[src/rtl/bb_mux_sel_ctrl.sv]
// bb_mux_sel_ctrl
//   Sequencer that owns the select line of a clock/reset mux cell and changes
//   it only inside a safe window: hold the downstream domain in reset, gate its
//   clock, flip the select, let the mux settle, ungate, then release reset.
//
// Ports
//   clk      in   controller clock (free-running, not the muxed clock)
//   rst      in   asynchronous active-high reset
//   sw_req   in   single-cycle switch request pulse
//   sw_tgt   in   requested select value, sampled together with sw_req
//   sw_busy  out  high while a switch sequence is in progress
//   sw_done  out  one-cycle pulse when a request completes
//   sw_err   out  one-cycle pulse when a request is rejected (not idle)
//   mux_sel  out  select input of the mux cell (0 = ina, 1 = inb)
//   clk_en   out  downstream clock-gate enable
//   dom_rst  out  active-high reset for the downstream domain
//
// Every output comes straight from a flop. Each flop's next value is decoded
// from the next state, so the outputs line up with the state they belong to.
module bb_mux_sel_ctrl #(
  parameter int PRE_CYC    = 4,
  parameter int OFF_CYC    = 2,
  parameter int SETTLE_CYC = 4,
  parameter int POST_CYC   = 8,
  parameter bit RESET_SEL  = 1'b0
) (
  input  logic clk,
  input  logic rst,
  input  logic sw_req,
  input  logic sw_tgt,
  output logic sw_busy,
  output logic sw_done,
  output logic sw_err,
  output logic mux_sel,
  output logic clk_en,
  output logic dom_rst
);

  typedef enum logic [2:0] {
    S_IDLE   = 3'd0,
    S_PRE    = 3'd1,
    S_GATE   = 3'd2,
    S_SETTLE = 3'd3,
    S_POST   = 3'd4,
    S_DONE   = 3'd5
  } state_t;

  // The shared counter is loaded with N-1 on state entry and the state is
  // left when it reads zero, so a state lasts exactly N cycles.
  localparam logic [7:0] PRE_LD    = 8'(PRE_CYC - 1);
  localparam logic [7:0] OFF_LD    = 8'(OFF_CYC - 1);
  localparam logic [7:0] SETTLE_LD = 8'(SETTLE_CYC - 1);
  localparam logic [7:0] POST_LD   = 8'(POST_CYC - 1);

  state_t     state_q, state_d;
  logic [7:0] cnt_q, cnt_d;
  logic       tgt_q, tgt_d;
  logic       mux_sel_q, mux_sel_d;
  logic       clk_en_q, clk_en_d;
  logic       dom_rst_q, dom_rst_d;
  logic       sw_busy_q, sw_busy_d;
  logic       sw_done_q, sw_done_d;
  logic       sw_err_q, sw_err_d;
  logic       cnt_last;

  assign cnt_last = (cnt_q == 8'd0);

  always_comb begin
    state_d   = state_q;
    cnt_d     = cnt_q;
    tgt_d     = tgt_q;
    mux_sel_d = mux_sel_q;
    sw_done_d = 1'b0;
    // Anything arriving outside IDLE (DONE included) is turned away without
    // disturbing the running sequence.
    sw_err_d  = sw_req && (state_q != S_IDLE);

    case (state_q)
      S_IDLE: begin
        if (sw_req) begin
          if (sw_tgt != mux_sel_q) begin
            state_d = S_PRE;
            cnt_d   = PRE_LD;
            tgt_d   = sw_tgt;
          end else begin
            // Already on the requested input: acknowledge, touch nothing.
            sw_done_d = 1'b1;
          end
        end
      end
      S_PRE: begin
        if (cnt_last) begin
          state_d = S_GATE;
          cnt_d   = OFF_LD;
        end else begin
          cnt_d = cnt_q - 8'd1;
        end
      end
      S_GATE: begin
        if (cnt_last) begin
          // The only place the select moves: clock gated and domain in reset.
          state_d   = S_SETTLE;
          cnt_d     = SETTLE_LD;
          mux_sel_d = tgt_q;
        end else begin
          cnt_d = cnt_q - 8'd1;
        end
      end
      S_SETTLE: begin
        if (cnt_last) begin
          state_d = S_POST;
          cnt_d   = POST_LD;
        end else begin
          cnt_d = cnt_q - 8'd1;
        end
      end
      S_POST: begin
        if (cnt_last) begin
          state_d   = S_DONE;
          sw_done_d = 1'b1;
        end else begin
          cnt_d = cnt_q - 8'd1;
        end
      end
      S_DONE: begin
        state_d = S_IDLE;
      end
      default: begin
        state_d = S_IDLE;
      end
    endcase

    // Output levels decoded from the state being entered.
    clk_en_d  = !((state_d == S_GATE) || (state_d == S_SETTLE));
    dom_rst_d = (state_d == S_PRE) || (state_d == S_GATE) ||
                (state_d == S_SETTLE) || (state_d == S_POST);
    sw_busy_d = (state_d != S_IDLE);
  end

  always_ff @(posedge clk or posedge rst) begin
    if (rst) begin
      state_q   <= S_IDLE;
      cnt_q     <= 8'd0;
      tgt_q     <= RESET_SEL;
      mux_sel_q <= RESET_SEL;
      clk_en_q  <= 1'b1;
      dom_rst_q <= 1'b1;
      sw_busy_q <= 1'b0;
      sw_done_q <= 1'b0;
      sw_err_q  <= 1'b0;
    end else begin
      state_q   <= state_d;
      cnt_q     <= cnt_d;
      tgt_q     <= tgt_d;
      mux_sel_q <= mux_sel_d;
      clk_en_q  <= clk_en_d;
      dom_rst_q <= dom_rst_d;
      sw_busy_q <= sw_busy_d;
      sw_done_q <= sw_done_d;
      sw_err_q  <= sw_err_d;
    end
  end

  assign sw_busy = sw_busy_q;
  assign sw_done = sw_done_q;
  assign sw_err  = sw_err_q;
  assign mux_sel = mux_sel_q;
  assign clk_en  = clk_en_q;
  assign dom_rst = dom_rst_q;

endmodule
[config.mk]
export PLATFORM = sky130hd
export DESIGN_NAME = bb_mux_sel_ctrl
export DESIGN_NICKNAME = d
export VERILOG_FILES = /design/src/rtl/bb_mux_sel_ctrl.sv
export SDC_FILE = /design/constraint.sdc
export NUM_CORES = 1
export LEC_CHECK = 0
export CELL_PAD_IN_SITES_DETAIL_PLACEMENT = 0
export CELL_PAD_IN_SITES_GLOBAL_PLACEMENT = 1
export CORE_ASPECT_RATIO = 0.8
export CORE_MARGIN = 3
export CORE_UTILIZATION = 43
export CTS_CLUSTER_DIAMETER = 80
export DETAILED_ROUTE_END_ITERATION = 8
export PLACE_DENSITY_LB_ADDON = 0.1
export SYNTH_ARGS = -nofsm -noshare
export SYNTH_HDL_FRONTEND = slang
export SYNTH_SLANG_ARGS = --single-unit
[constraint.sdc]
create_clock -name clk -period 2.2 [get_ports clk]
set_input_delay 0.22 -clock clk [delete_from_list [all_inputs] [get_ports clk]]
set_output_delay 0.22 -clock clk [all_outputs]
set_load 0.03 [all_outputs]
==> out/qor.yml, run 1 <==
antenna_cells: 0
htreeDepth: 1
fin_worst_skew_ns: 0.00365
endpoint_kind: "register"
worst_setup_path_start_kind: "register"
wl_met1_mm: 1.28
finalHoldViolCount: 0
ir_worst_vdd_v: 0.000606
vias: 830
synth_cell_type_count: 43
postSynthAreaPerCell_um2: 10.1
cts_root_buf: "clkbuf_4"
die_h_um: 50.8
yosysSeqAreaShare: 0.419
postCtsResizedCells: 0
layout_worst_path_cycle_share: 0.922
yosysMostFrequentCell: "dfrtp_1"
cts_buffers: 3
critical_path.startpoint: "cnt_q[0]"
synth_ff_type: "dfrtp_1"
nNetsFinal: 126
dpl.cell_count: 150
grt_use_total: 0.176
tns_ns: 0
area_growth_pct: 15.6
drive_gt1_frac: 0.200
core_area_mm2: 0.00227
maxClockFrequency_ghz: 0.493
firstDrtPassIters: 4
path_clk_slew_ns: 0.11
status: "complete, no violations"
viasPerCell: 5.39
synth_top_cells_by_count: "dfrtp_1, nand3_1, a21oi_1, mux2i_1, nor2_1"
synthTopCellsByArea: "dfrtp_1, mux2i_1, dfstp_2"
totalWireLength_mm: 2.29
dr.max_layer_used: "met4"
stdcell_count: 154
clock_path_buffers: 2
clock_sinks: 18
dr.first_iter.drc_count: 16
grt_pass1_vias: 828
ioPinCount: 10
drv_slew: 0
grt_max_degree: 19
fin_crit_ns: 2.03
worstMarginPinSlew_ns: 0.676
synth_edf_count: 0
timing.slew.headroom: 0.549
wl_met2_um: 907
maxCapViolCount: 0
reg2reg_from: "cnt_q[0]"
synthCells: 107
grt-ovfl-total: 0
finalSetupViolCount: 0
syn_nets: 112
ant_nets: 0
synth-warning-count: 0
drcViolationCount: 0
wl_per_cell_um: 14.9
path_class: "reg -> reg"
initial_core_util: 0.475
hpwl_mm: 1.74
p_per_area_mw_per_mm2: 1330
async_reset_ff_frac: 1.00
io_buffer_count: 9
fp-row-count: 15
gp_congestion: 0.808
yosysTopAreaCell: "dfrtp_1"
p_leak_nw: 0.518
worst-path-max-fanout: 5
ys_ff_latch: 18
crit_required_ns: 2.43
cts_tree: "done"
grt_pass1_wl_mm: 4.11
cts_setup_buffers: 0
met3_length_um: 89
rsz0062_at_grt: "false"
grt_antenna_before_repair: 0
worstPathArrival_ns: 2.26
yosysTopAreaCellShare: 0.371
ctsHoldBuffers: 0
fill_cells: 204
holdCritPathClass: "in -> async"
dieArea_mm2: 0.00315
syn_area_mm2: 0.00108
die_w_um: 62.0
clock_latency_ns: 0.30
-- power by group --
part           switching, mW  leakage, nW  internal, mW
Sequential             0.130        0.221         0.470
Clock                  0.111       0.0210         0.101
Combinational          0.457        0.276         0.391
Total                  0.697        0.518         0.962
-- placed cells by master (no fill, tap or decap), drive strengths merged, types with 5 or more instances in the layout --
| cell | instances |
|---|---|
| a21oi | 6 |
| buf | 6 |
| clkdlybuf4s50 | 9 |
| dfrtp | 16 |
| mux2i | 6 |
| nand2 | 5 |
| nand3 | 10 |
| nand3b | 5 |
| nor2 | 6 |
-- worst max-delay path, stage by stage (launching register included) --
cell and delay, ns:
dfrtp_1 0.42, inv_1 0.10, ha_1 0.22, or2b_2 0.33
or4_2 0.55, a21oi_2 0.14, mux2i_1 0.20
-- final cells by class --
cell class              count  area [µm²]  share of cell area
multi-input cells          79         567               0.454
well taps                  34        42.5              0.0341
flip-flops and latches     18         453               0.363
clock buffers               4        36.3              0.0291
inverters                   4        15.0              0.0120
repair buffers             15         135               0.108
-- sequential cells by signal, indices dropped and copies added (netlist names) --
register / count
state_q: 3
sw_busy: 1
dom_rst: 1
cnt_q: 8
mux_sel: 1
clk_en: 1
sw_err: 1
tgt_q: 1
sw_done: 1
-- metal layers --
layer / GRT usage / vias up
met3: 0.0480 / 2
li1: - / 420
met5: 0 / -
met2: 0.236 / 16
met4: 0.0247 / 0
met1: 0.281 / 392
-- cell families (layout without fill, tap and decap cells) --
kind of cell    after synthesis  after routing  synth area share
flops                        18             18             0.419
simple gates                 41             41             0.225
compound gates               26             26             0.182
buf+inv                      10             23            0.0614
xor+xnor                      3              3            0.0243
mux                           8              8            0.0765
fa+ha+maj                     1              1            0.0116
-- metrics by stage --
step | utilization | setup WS, ns | hold slack (ns) | power [mW] | area [µm²]
2_1_floorplan | - | 0.195 | 0.157 | 1.22 | 1080
3_3_place_gp | 0.531 | 0.152 | 0.508 | 1.42 | 1210
3_5_place_dp | 0.531 | 0.0960 | 0.506 | 1.44 | 1210
4_1_cts | 0.547 | 0.0748 | 0.345 | 1.65 | 1240
5_1_grt | 0.550 | 0.00275 | 0.365 | 1.80 | 1250
6_report | 0.550 | 0.171 | 0.308 | 1.66 | 1250
-- final timing paths --
kind	end	slack [ns]	cells past startpoint
max	cnt_q[6]	0.17	6
min	cnt_q[7]	0.31	2
max reg2reg	cnt_q[6]	0.17	6
min reg2reg	mux_sel	0.53	1
max in group asynchronous	state_q[0]	1.46	2
min in group clk	mux_sel	0.53	1
Note: power is estimated with default switching activity, not from simulation.
==> run 2: changes to the inputs <==
--- a/config.mk
+++ b/config.mk
@@ -10,7 +10,7 @@
 export CORE_ASPECT_RATIO = 0.8
 export CORE_MARGIN = 3
 export CORE_UTILIZATION = 43
-export CTS_CLUSTER_DIAMETER = 80
+export CTS_CLUSTER_DIAMETER = 50
 export DETAILED_ROUTE_END_ITERATION = 8
 export PLACE_DENSITY_LB_ADDON = 0.1
 export SYNTH_ARGS = -nofsm -noshare
==> results of run 2 <==
No change in the layout: final DEF, timing and power equal those of run 1.
==> run 3: changes to the inputs <==
--- a/config.mk
+++ b/config.mk
@@ -6,13 +6,13 @@
 export NUM_CORES = 1
 export LEC_CHECK = 0
 export CELL_PAD_IN_SITES_DETAIL_PLACEMENT = 0
-export CELL_PAD_IN_SITES_GLOBAL_PLACEMENT = 1
+export CELL_PAD_IN_SITES_GLOBAL_PLACEMENT = 2
 export CORE_ASPECT_RATIO = 0.8
 export CORE_MARGIN = 3
-export CORE_UTILIZATION = 43
+export CORE_UTILIZATION = 36
 export CTS_CLUSTER_DIAMETER = 50
 export DETAILED_ROUTE_END_ITERATION = 8
-export PLACE_DENSITY_LB_ADDON = 0.1
+export PLACE_DENSITY = 0.75
 export SYNTH_ARGS = -nofsm -noshare
 export SYNTH_HDL_FRONTEND = slang
 export SYNTH_SLANG_ARGS = --single-unit
==> run 3 against run 2 <==
  * Clock power up 29%
  * Worst hold slack improved by 0.061 ns
  * Clock skew decreased by 0.0019 ns
  * Critical path depth shrank 2
  * Clock-buffer cell count did not move
  * Register-to-register slack got worse by 0.03 ns
  * Routed wire length up 3.8%
  * Cell count grew 3.9%
  * Combinational power barely moved
  * Sequential cell count is the same
  * Worst setup slack worse by 0.030 ns
  * Critical endpoint is now cnt_q[7]
  * Largest cell class unchanged
  * Largest power group unchanged
==> out/qor.yml, run 3 (same netlist as run 1, synthesis figures left out) <==
finalHoldViolCount: 0
drcViolationCount: 0
clock_latency_ns: 0.26
ant_nets: 0
place_area_mm2: 0.00123
maxClockFrequency_ghz: 0.486
register_area_um2: 453
final_cell_mix: "dfrtp_1, nand3_1, clkdlybuf4s50_1"
dr.first_iter.drc_count: 34
die_w_um: 67.2
cts_buffers: 3
viasPerCell: 5.39
multi_input_area_um2: 568
fill_cells: 283
nNetsFinal: 128
fin_crit_ns: 2.06
endpoint_kind: "register"
grt_max_degree: 19
ir_worst_vdd_v: 0.000570
ioPinCount: 10
grt-ovfl-total: 0
largest_reg_flops: 8
final_common_cell: "dfrtp_1"
fp-row-count: 17
clock_sinks: 18
cp_slowest_cell: "or4_1"
grt_antenna_before_repair: 0
worstPathArrival_ns: 2.20
path_delay_family: "simple AND/OR/NAND/NOR gates"
crit_buf_inv: 0
grt_pass1_wl_mm: 4.06
crit_required_ns: 2.34
finalSetupViolCount: 0
grt_pass1_vias: 808
hpwl_mm: 1.73
cts_root_buf: "clkbuf_8"
core_area_mm2: 0.00281
final_area_mm2: 0.00129
clock_path_buffers: 2
top_regs: "cnt_q x8, state_q x3"
timing.slew.headroom: 0.532
path_class: "reg -> reg"
rsz0062_at_grt: "false"
initial_core_util: 0.385
fin_worst_skew_ns: 0.00177
vias: 863
cts_setup_buffers: 0
rr_worst_depth: 4
holdCritPathClass: "in -> async"
firstDrtPassIters: 4
largest-register: "cnt_q"
crit_chain: "or4_1, or4_4, nand3b_1, mux2i_1"
stdcell_count: 160
antenna_cells: 0
wl_per_cell_um: 14.8
worst-path-max-fanout: 10
ctsHoldBuffers: 0
layout_worst_path_cycle_share: 0.936
htreeDepth: 1
area_growth_pct: 19.4
postCtsResizedCells: 0
cts_tree: "done"
grt_use_total: 0.152
final_util: 0.459
p_per_area_mw_per_mm2: 1340
path_depth: 4
drive_gt1_frac: 0.221
slowest_delay_ns: 0.71
dpl.cell_count: 156
totalWireLength_mm: 2.37
drv_slew: 0
maxCapViolCount: 0
tns_ns: 0
status: "complete, no violations"
worstMarginPinSlew_ns: 0.702
p_leak_nw: 0.534
io_buffer_count: 9
hold_slack_ns: 0.369
dieArea_mm2: 0.00370
path_clk_slew_ns: 0.07
die_h_um: 55.0
worst_setup_path_start_kind: "register"
gp_congestion: 0.860
-- run 3: cell type report --
class | instances | share of cell area
Clock buffer | 4 | 0.0427
Inverter | 4 | 0.0117
Multi-Input combinational cell | 79 | 0.441
Sequential cell | 18 | 0.351
Tap cell | 38 | 0.0369
Timing Repair Buffer | 17 | 0.117
-- run 3: per-layer routing --
layer	wire length [µm]	GRT usage	vias to the layer above
met5	0	0	-
met4	25	0.0404	0
met3	131	0.0465	4
met2	973	0.206	23
met1	1240	0.228	410
li1	-	-	426
-- run 3: worst paths after layout --
kind                          start  endpoint  slack [ns]
setup / recovery           cnt_q[4]  cnt_q[7]        0.14
hold / removal                  rst  cnt_q[3]        0.37
setup reg to reg           cnt_q[4]  cnt_q[7]        0.14
hold reg to reg               tgt_q     tgt_q        0.53
max in group asynchronous       rst   mux_sel        1.39
min in group clk              tgt_q     tgt_q        0.53
-- run 3: stage by stage --
| stage | setup WS, ns | total power [mW] |
|---|---|---|
| 3_5_place_dp | 0.123 | 1.43 |
| 6_report | 0.141 | 1.72 |
| 2_1_floorplan | 0.195 | 1.22 |
| 5_1_grt | 0.0155 | 1.86 |
| 3_3_place_gp | 0.151 | 1.44 |
| 4_1_cts | 0.102 | 1.71 |
-- run 3: power by group --
part | total, mW | internal, mW | leakage (nW) | switching [mW]
Sequential | 0.602 | 0.471 | 0.221 | 0.130
Clock | 0.273 | 0.159 | 0.0288 | 0.114
Combinational | 0.849 | 0.391 | 0.284 | 0.457
Total | 1.72 | 1.02 | 0.534 | 0.701
